`config.mk`:
```
export PLATFORM = sky130hd
export DESIGN_NAME = divider_flat
export DESIGN_NICKNAME = d
export VERILOG_FILES = /design/src/rtl/riscv_div_pkg.sv /design/src/rtl/divider_if.sv /design/src/rtl/divider_step.sv /design/src/rtl/divider.sv /design/src/flat_wrapper.sv
export SDC_FILE = /design/constraint.sdc
export NUM_CORES = 1
export LEC_CHECK = 0
export ABC_CLOCK_PERIOD_IN_PS = 4900
export CAP_MARGIN = 20
export CORE_MARGIN = 5
export CORE_UTILIZATION = 45
export CTS_CLUSTER_SIZE = 28
export DETAILED_ROUTE_END_ITERATION = 10
export PLACE_DENSITY = 0.65
export SYNTH_ARGS = -nofsm -noshare
export SYNTH_HDL_FRONTEND = slang
export SYNTH_HIERARCHICAL = 1
export SYNTH_SLANG_ARGS = --single-unit
```
`constraint.sdc`:
```
create_clock -name clk -period 4.9 [get_ports clk]
set_input_delay 0.98 -clock clk [delete_from_list [all_inputs] [get_ports clk]]
set_output_delay 0.98 -clock clk [all_outputs]
set_load 0.01 [all_outputs]
```
`src/rtl/riscv_div_pkg.sv`:
```
// rtl/riscv_div_pkg.sv - shared constants for the RV32M multicycle divider
// Purpose: DIVop encodings, one-hot FSM state bit indices/values, iteration count.
// Ports: none (package).
package riscv_div_pkg;

  // funct3[1:0] encodings carried on DIVop
  localparam logic [1:0] DIV_OP_DIV  = 2'b00;
  localparam logic [1:0] DIV_OP_DIVU = 2'b01;
  localparam logic [1:0] DIV_OP_REM  = 2'b10;
  localparam logic [1:0] DIV_OP_REMU = 2'b11;

  // one quotient bit per iteration
  localparam int ITER_CNT = 32;

  // one-hot state bit indices
  localparam int S_IDLE  = 0;
  localparam int S_CALC  = 1;
  localparam int S_FIX   = 2;
  localparam int S_READY = 3;

  typedef logic [3:0] state_t;

  localparam state_t ST_IDLE  = 4'b0001;
  localparam state_t ST_CALC  = 4'b0010;
  localparam state_t ST_FIX   = 4'b0100;
  localparam state_t ST_READY = 4'b1000;

endpackage

```
`src/rtl/divider_if.sv`:
```
// rtl/divider_if.sv - request/response bundle between the core and the divide unit
// Purpose: groups ce, operands, DIVop, valid, result and ready.
// Ports: master = core side (drives ce/operands/DIVop/valid), slave = divider (drives result/ready).
interface divider_if #(
  parameter int XLEN = 32
);
  logic            ce;
  logic [XLEN-1:0] dividend;
  logic [XLEN-1:0] divisor;
  logic [1:0]      DIVop;
  logic            valid;
  logic [XLEN-1:0] result;
  logic            ready;

  modport master (
    output ce, dividend, divisor, DIVop, valid,
    input  result, ready
  );

  modport slave (
    input  ce, dividend, divisor, DIVop, valid,
    output result, ready
  );
endinterface

```
`src/rtl/divider_step.sv`:
```
// rtl/divider_step.sv - one radix-2 restoring division iteration
// Purpose: shifts the next dividend bit into the partial remainder and trial-subtracts the divisor.
// Ports: rem (partial remainder), q_msb (next dividend bit), dsr (divisor magnitude)
//        -> rem_next (updated remainder), q_bit (quotient bit produced).
module divider_step #(
  parameter int XLEN = 32
) (
  input  logic [XLEN-1:0] rem,
  input  logic            q_msb,
  input  logic [XLEN-1:0] dsr,
  output logic [XLEN-1:0] rem_next,
  output logic            q_bit
);
  logic [XLEN:0] shifted;
  logic [XLEN:0] trial;

  // Full width shifted value keeps rem[XLEN-1]: with a divisor above 2^(XLEN-1)
  // the partial remainder can have its top bit set and must not be dropped.
  always_comb begin
    shifted  = {rem, q_msb};
    trial    = shifted - {1'b0, dsr};
    q_bit    = ~trial[XLEN];
    rem_next = q_bit ? trial[XLEN-1:0] : shifted[XLEN-1:0];
  end
endmodule

```
`src/rtl/divider.sv`:
```
// rtl/divider.sv - multicycle RV32M divide unit (DIV, DIVU, REM, REMU)
// Purpose: radix-2 restoring divider, one quotient bit per enabled clock, sign fix-up after.
//          Optional macro DIV_FAST_PATH_EN: divide-by-zero, signed overflow and divide-by-one
//          complete straight from IDLE in two enabled edges.
// Ports: clk, reset (async, active-high), bus (divider_if.slave: ce, dividend, divisor,
//        DIVop, valid in; result, ready out).
module divider
  import riscv_div_pkg::*;
#(
  parameter int XLEN = 32
) (
  input  logic      clk,
  input  logic      reset,
  divider_if.slave  bus
);
  state_t          state, state_next;
  logic [XLEN-1:0] q, rem, dsr;
  logic [4:0]      count;
  logic            neg_q, neg_r, ready_r;

  logic            is_signed;
  logic [XLEN-1:0] abs_a, abs_b;
  logic [XLEN-1:0] step_rem;
  logic            step_bit;
  logic            accept;

  assign is_signed = ~bus.DIVop[0];
  assign abs_a     = (is_signed && bus.dividend[XLEN-1]) ? -bus.dividend : bus.dividend;
  assign abs_b     = (is_signed && bus.divisor[XLEN-1])  ? -bus.divisor  : bus.divisor;
  // ready_r is still high on the cycle after completion; blocks re-accepting the held request
  assign accept    = bus.valid && !ready_r;

  divider_step #(.XLEN(XLEN)) u_step (
    .rem      (rem),
    .q_msb    (q[XLEN-1]),
    .dsr      (dsr),
    .rem_next (step_rem),
    .q_bit    (step_bit)
  );

`ifdef DIV_FAST_PATH_EN
  logic            fast_hit;
  logic [XLEN-1:0] fast_q, fast_r;

  always_comb begin
    fast_hit = 1'b0;
    fast_q   = '0;
    fast_r   = '0;
    if (bus.divisor == '0) begin
      fast_hit = 1'b1;
      fast_q   = '1;
      fast_r   = bus.dividend;
    end else if (is_signed && bus.dividend == {1'b1, {(XLEN-1){1'b0}}} && bus.divisor == '1) begin
      fast_hit = 1'b1;
      fast_q   = bus.dividend;
    end else if (bus.divisor == {{(XLEN-1){1'b0}}, 1'b1}) begin
      fast_hit = 1'b1;
      fast_q   = bus.dividend;
    end
  end
`endif

  always_ff @(posedge clk or posedge reset) begin
    if (reset) state <= ST_IDLE;
    else if (bus.ce) state <= state_next;
  end

  always_comb begin
    state_next = state;
    unique case (state)
      ST_IDLE: begin
        if (accept) begin
`ifdef DIV_FAST_PATH_EN
          state_next = fast_hit ? ST_READY : ST_CALC;
`else
          state_next = ST_CALC;
`endif
        end
      end
      ST_CALC:  if (count == 5'd0) state_next = ST_FIX;
      ST_FIX:   state_next = ST_READY;
      ST_READY: state_next = ST_IDLE;
      default:  state_next = ST_IDLE;
    endcase
  end

  always_ff @(posedge clk or posedge reset) begin
    if (reset) begin
      q       <= '0;
      rem     <= '0;
      dsr     <= '0;
      count   <= '0;
      neg_q   <= 1'b0;
      neg_r   <= 1'b0;
      ready_r <= 1'b0;
    end else if (bus.ce) begin
      if (state[S_IDLE]) begin
        ready_r <= 1'b0;
        if (accept) begin
          q     <= abs_a;
          rem   <= '0;
          dsr   <= abs_b;
          count <= 5'(ITER_CNT - 1);
          // divide-by-zero keeps the all-ones quotient; remainder sign restores the dividend
          neg_q <= is_signed && (bus.dividend[XLEN-1] ^ bus.divisor[XLEN-1]) && (bus.divisor != '0);
          neg_r <= is_signed && bus.dividend[XLEN-1];
`ifdef DIV_FAST_PATH_EN
          if (fast_hit) begin
            q   <= fast_q;
            rem <= fast_r;
          end
`endif
        end
      end
      if (state[S_CALC]) begin
        rem   <= step_rem;
        q     <= {q[XLEN-2:0], step_bit};
        count <= count - 5'd1;
      end
      if (state[S_FIX]) begin
        if (neg_q) q   <= -q;
        if (neg_r) rem <= -rem;
      end
      if (state[S_READY]) ready_r <= 1'b1;
    end
  end

  always_comb begin
    bus.result = bus.DIVop[1] ? rem : q;
    bus.ready  = ready_r;
  end
endmodule

```
`src/flat_wrapper.sv`:
```
// flat-port wrapper written by rule: the top's interface ports become plain ports
module divider_flat import riscv_div_pkg::*;
#(
  parameter int XLEN = 32
)
  (clk, reset, bus_ce, bus_dividend, bus_divisor, bus_DIVop, bus_valid, bus_result, bus_ready);
  divider_if #(.XLEN(XLEN)) bus_i ();
  input  logic clk;
  input  logic reset;
  input wire logic [$bits(bus_i.ce)-1:0] bus_ce;
  input wire logic [$bits(bus_i.dividend)-1:0] bus_dividend;
  input wire logic [$bits(bus_i.divisor)-1:0] bus_divisor;
  input wire logic [$bits(bus_i.DIVop)-1:0] bus_DIVop;
  input wire logic [$bits(bus_i.valid)-1:0] bus_valid;
  output wire logic [$bits(bus_i.result)-1:0] bus_result;
  output wire logic [$bits(bus_i.ready)-1:0] bus_ready;
  assign bus_i.ce = bus_ce;
  assign bus_i.dividend = bus_dividend;
  assign bus_i.divisor = bus_divisor;
  assign bus_i.DIVop = bus_DIVop;
  assign bus_i.valid = bus_valid;
  assign bus_result = bus_i.result;
  assign bus_ready = bus_i.ready;
  divider #(.XLEN(XLEN)) u_core (.clk(clk), .reset(reset), .bus(bus_i));
endmodule
```
---- Word level (Yosys, flattened, before mapping) ----
Cells that the tools add are included.
storage, ports and cells
  bits in registers ....................... 108
  bits of input ports ..................... 70
cells by class
  add/sub/neg operators ................... 6
  muxes and demuxes ....................... 22
  reductions and logical operators ........ 15
  equal/unequal tests ..................... 5
  bitwise operators ....................... 3
operators by type and width
  cell                                              count
  2-to-1 mux 32 bit                                 14
  negation 32 bit                                   4
  subtractor 33 x 32 -> 33 bit                      1
  nonzero test 32 bit                               1
  2-to-1 mux 5 bit                                  3
  case mux 4 bit (3 select lines)                   1
  AND reduction 3 bit                               3
  2-to-1 mux 4 bit                                  2
  nonzero test 2 bit                                3
  logical AND 1 bit                                 5
  logical NOT 5 bit                                 1
  subtractor 5 x 1 -> 5 bit, second input constant  1
  == test 4 x 1 -> 1 bit, second input constant     1
  == test 4 x 2 -> 1 bit, second input constant     1
  == test 4 x 3 -> 1 bit, second input constant     1
  != test 2 x 1 -> 1 bit, second input constant     2
  2-to-1 mux 1 bit                                  2
  inverter 1 bit                                    2
  AND reduction 2 bit                               1
  logical NOT 1 bit                                 1
  bitwise XOR 1 bit                                 1

---- Depth between registers and ports, before layout ----
  depth after elaboration ................. 8
  depth in mapped cells ................... 19
  mapped depth without buffers ............ 17

---- Cells and area by module ----
The synthesis kept the hierarchy.
modules (own cells, without submodules)
  module        area an instance (um^2)  cells each  instances  sequential area each (um^2)
  divider       8,007.7                  975         1          2,703.8
  divider_step  2,358.5                  305         1          0.0

---- Worst setup path after synthesis ----
No wires, ideal clock.
  path type ............................... register to register
  start ................................... reg u_core.q[31]
  end ..................................... reg u_core.rem[26]
  clock period less this slack ............ 3,740 ps
  arrival ................................. 3,614 ps
  cell stages (with the launch flop) ...... 19
  path buffers ............................ 2
  setup time .............................. 126 ps
  slack ................................... 1,160 ps
  cell sequence ........................... dfrtp_1 > inv_1 > ha_1 > fa_1 > and2b_1 > o2111ai_2 > a21oi_2 > o2111ai_1 > a211oi_2 > nor2_4 > mux2i_4 > and2_4 > buf_12 > inv_8 > buf_12 > mux2_4 > a31oi_1 > a21oi_1 > a311o_1
on the way
  cells in the longest elaborated chain, start to end .. 5
RTL lines
  what                              line                source
  from (decl)                       divider.sv:17       logic [XLEN-1:0] q, rem, dsr;
  from (signal assigned)            divider.sv:100      q <= abs_a;
  from (signal assigned)            divider.sv:117      q <= {q[XLEN-2:0], step_bit};
  from (signal assigned)            divider.sv:121      if (neg_q) q <= -q;
  subtractor 33 x 32 -> 33 bit (*)  divider_step.sv:21  trial = shifted - {1'b0, dsr};
  2-to-1 mux 32 bit (*)             divider_step.sv:23  rem_next = q_bit ? trial[XLEN-1:0] : shifted[XLEN-1:0];
  named net u_core.step_rem[26]     divider.sv:23       logic [XLEN-1:0] step_rem;
  2-to-1 mux 32 bit (*)             divider.sv:115      if (state[S_CALC]) begin
  2-to-1 mux 32 bit                 divider.sv:122      if (neg_r) rem <= -rem;
  2-to-1 mux 32 bit (*)             divider.sv:120      if (state[S_FIX]) begin
  to (signal assigned)              divider.sv:116      rem <= step_rem;
  to (signal assigned)              divider.sv:122
  to (decl)                         divider.sv:17
The timed path passes the listed nets; every way through them passes the cells marked *.
A chain may end at the register's enable or synchronous reset.

---- Worst setup path after layout ----
Ends and elaborated chain as after synthesis.

==> results.md <==
* Run status: completed
* Setup TNS at 0 ns
* Post-synth top area share at between 20 and 30%
* CTS-repair resized insts at 0
* Area Growth Syn to Fin at 14.1%
* Die area at between 0.02 and 0.03 mm^2
* Via-per-instance ratio at between 6 and 7
* Post-synth top flop: dfrtp_1
* Buffers on Ports at between 100 and 150
* Clock share of power at 9.8%
* Clk slew on worst S/H paths at approximately 0.08 ns
* Die X at 162 um
* Slew Limit Fails at 0
* Antenna diodes at 0
* Synth Register Bits at 108
* CP max stage cell: dfrtp_1
* Commonest cells post-synth: nand2_1 (117), o21ai_0 (113), a21oi_1 (111)
* Combinational share of power at 66.9%
* Worst VDD drop at 0.506 mV
* Syn Nets at roughly 1,400
* CP cell instances: inv_1 -> ha_1 -> fa_1 -> and2b_1 -> o2111ai_2 -> a21oi_2 -> o2111ai_1 -> a211oi_2 -> nor2_4 -> mux2i_4 -> and2_4 -> inv_8 -> mux2_4 -> a31oi_1 -> a21oi_1 -> a311o_1
* Crit-path max FO at 24
* Flop pwr share at 23.3%
* Clock root buffer: clkbuf_16
* Max clock buf depth at 2
* Post-synthesis cell type count at between 90 and 100
* Initial Utilization at between 40% and 50%
* Global router's overall resource usage at 24.0%
* Worst Max-Slew Pin Slew at ~1.0 ns
* CP Buf/Inv Count at 2
* Ys async rst share at 100%
* Rows at 55
* YS warnings at 6
* Final instance area at around 0.012 mm^2
* DR pass1 iterations at 5
* Aggregate global routing overflow at 0
* Antenna violations before repair at 1
* Mapped Area at 0.0104 mm^2
* Drt drc at 0
* Crit end category: flip-flop
* Data required, critical path at 5.14 ns
* Post-CTS Setup Repair Bufs at 0
* Count leader, synth: nand2_1
* Layout cells sized above 1 at between 10% and 20%
* EDFF count, synth at 0
* Gate Count Post-Synth at roughly 1,300
* First-pass GRT wire length at approximately 50,000 um
* Fin crit period at around 4.2 ns
* Chip height at 162 um
* Total Power at around 8.6 mW
* Detail-routed net length per standard cell at around 20 um
* Core area at 0.0226 mm^2
* Post-route ant nets at 0
* Int Power at approximately 4.4 mW
* P_sw at between 4 and 5 mW
* CTS tree: done
* Worst path arrival time at approximately 4.4 ns
* First DRT Iteration DRCs at between 800 and 900
* Nets at about 1,400
* Num CTS Buffers at 9
* I/O pin cnt at just over 100
* RSZ-0062 raised after global routing: false
* Setup CP Type: reg2reg
* Switch share at 48.8%
* Cell taking the most area after synthesis: dfrtp_1
* Avg Inst Size Synth at 8.10 um^2
* # H-tree levels at 3
* WL final at roughly 32,000 um
* PD cells at around 720 mW/mm^2
* Largest net degree at the start of global routing at between 70 and 80
* Number of fill cells at roughly 2,200
* Slew HR at a little over 30%
* Static leakage at ~4.7 nW
* Final worst path period share at about 85%
* Area after DPL at around 0.011 mm^2
* Vias in the first global route at between 9,000 and 10,000
* Fmax at ~240 MHz
* Post-CTS Hold Buffers at 0
* Startpoint Class: flip-flop
* Hold Path Class: reg2reg
* Worst reg-to-reg setup slack at ~0.71 ns
* Largest delay share family, worst path: compound AO/OA/AOI/OAI gates
* Dpl hpwl at 23,300 um
* Worst path max stage delay at around 0.46 ns
* Final Hold Fails at 0
* Gpl congestion at slightly above 0.9
* Worst hold slack at 0.482 ns
* Max-Cap Viols at 0
* Clock Sinks at 108
* Endpoints failing setup at 0
* Vias at about 10,000
* Register area share after synthesis at roughly a quarter
* Area contributors post-synth: dfrtp_1 (26%), o21ai_0 (5.5%), a21oi_1 (5.4%)
* Clk Latency, worst-skew pair at between 0.3 and 0.4 ns
* Fin Clk Skew at ~0.0084 ns
[layer usage]
metal  part of all wire (%)  GRT usage, %  up-vias
li1                       -             -     4892
met1                     46          34.3     4921
met2                     45          37.1      357
met3                    6.3          4.44       47
met4                    2.1          6.81        2
met5                  0.040             0        -
[power groups by stage]
stage	Combinational [mW]	Clock, mW	Sequential (mW)
after detailed placement	5.61	0	2.00
after global routing	6.22	0.891	2.06
final	5.74	0.839	2.00
after global placement	5.57	0	1.98
after CTS	5.65	0.863	1.98
after floorplan	4.65	0	1.66
[through the flow]
step                util (%)  setup slack [ns]  cells
floorplan                  -              1.08   1280
global placement        50.7             0.909   1602
detailed placement      50.7             0.808   1602
CTS                     52.1             0.791   1618
global route            52.3             0.547   1619
finish                  52.3             0.711   1619
[placed cells by master, fill, tap and decap left out, drive strengths merged, types with 5 or more instances in the layout]
cell type      instances
o31ai                 13
nand2                118
nor2                  76
nor3                  60
a21oi                113
nand3                 39
clkbuf                10
a31oi                 17
a211oi                 7
a221o                 21
a221oi                16
or3                   12
mux2i                  7
and2                   7
a22oi                 11
o21ai                114
or4                   24
xnor2                 48
o211ai                 5
a311oi                 8
dfrtp                107
o41ai                  8
clkdlybuf4s50        101
o21a                   8
xor2                  39
ha                    38
mux2                  55
o2111ai                5
nor4                  30
buf                   23
a21o                  18
nor3b                  6
nand4                 14
and3                  12
inv                   58
nor2b                  9
o22ai                  8
o311ai                 5
o311a                  6
nor4b                  5
[final timing paths]
path / start / end / cells past startpoint
worst max-delay path: u_core/q[31] / u_core/rem[26] / 16
worst min-delay path: u_core/dsr[7] / u_core/dsr[7] / 2
worst max register to register: u_core/q[31] / u_core/rem[26] / 16
worst min register to register: u_core/dsr[7] / u_core/dsr[7] / 2
max in group asynchronous: reset / u_core/state[0] / 3
min in group asynchronous: reset / u_core/count[3] / 2
[cell type report]
class	instances	area, um^2	area share [%]
multi-input cells	1030	7000	59.2
flip-flops and latches	108	2700	22.9
repair buffers	124	1210	10.3
well taps	285	357	3.01
clock buffers	10	239	2.02
inverters	56	220	1.86
clock inverters	6	93.8	0.793
[sequential cells by signal, indices dropped and copies added, names as in the netlist]
| register | cells |
|---|---|
| u_core/state | 4 |
| u_core/q | 32 |
| u_core/rem | 32 |
| u_core/dsr | 32 |
| u_core/neg_r | 1 |
| u_core/neg_q | 1 |
| u_core/bus.ready | 1 |
| u_core/count | 5 |
[cell families after synthesis]
kind of cell / synth area share, %
adder cells (fa/ha/maj): 4.78
buffers and inverters: 6.45
AO/OA/AOI/OAI: 25.8
flip-flops: 26.1
AND/OR/NAND/NOR: 22.1
XOR/XNOR: 7.35
multiplexers: 7.46
[worst reg2reg max path: cells and delay by family (launching register included)]
kind,cells,cell delay (ns)
flops,1,0.46
simple gates,3,0.66
mux,2,0.68
compound gates,7,1.45
buf+inv,2,0.20
fa+ha+maj,2,0.63
Note: power is estimated with default switching activity, not from simulation.
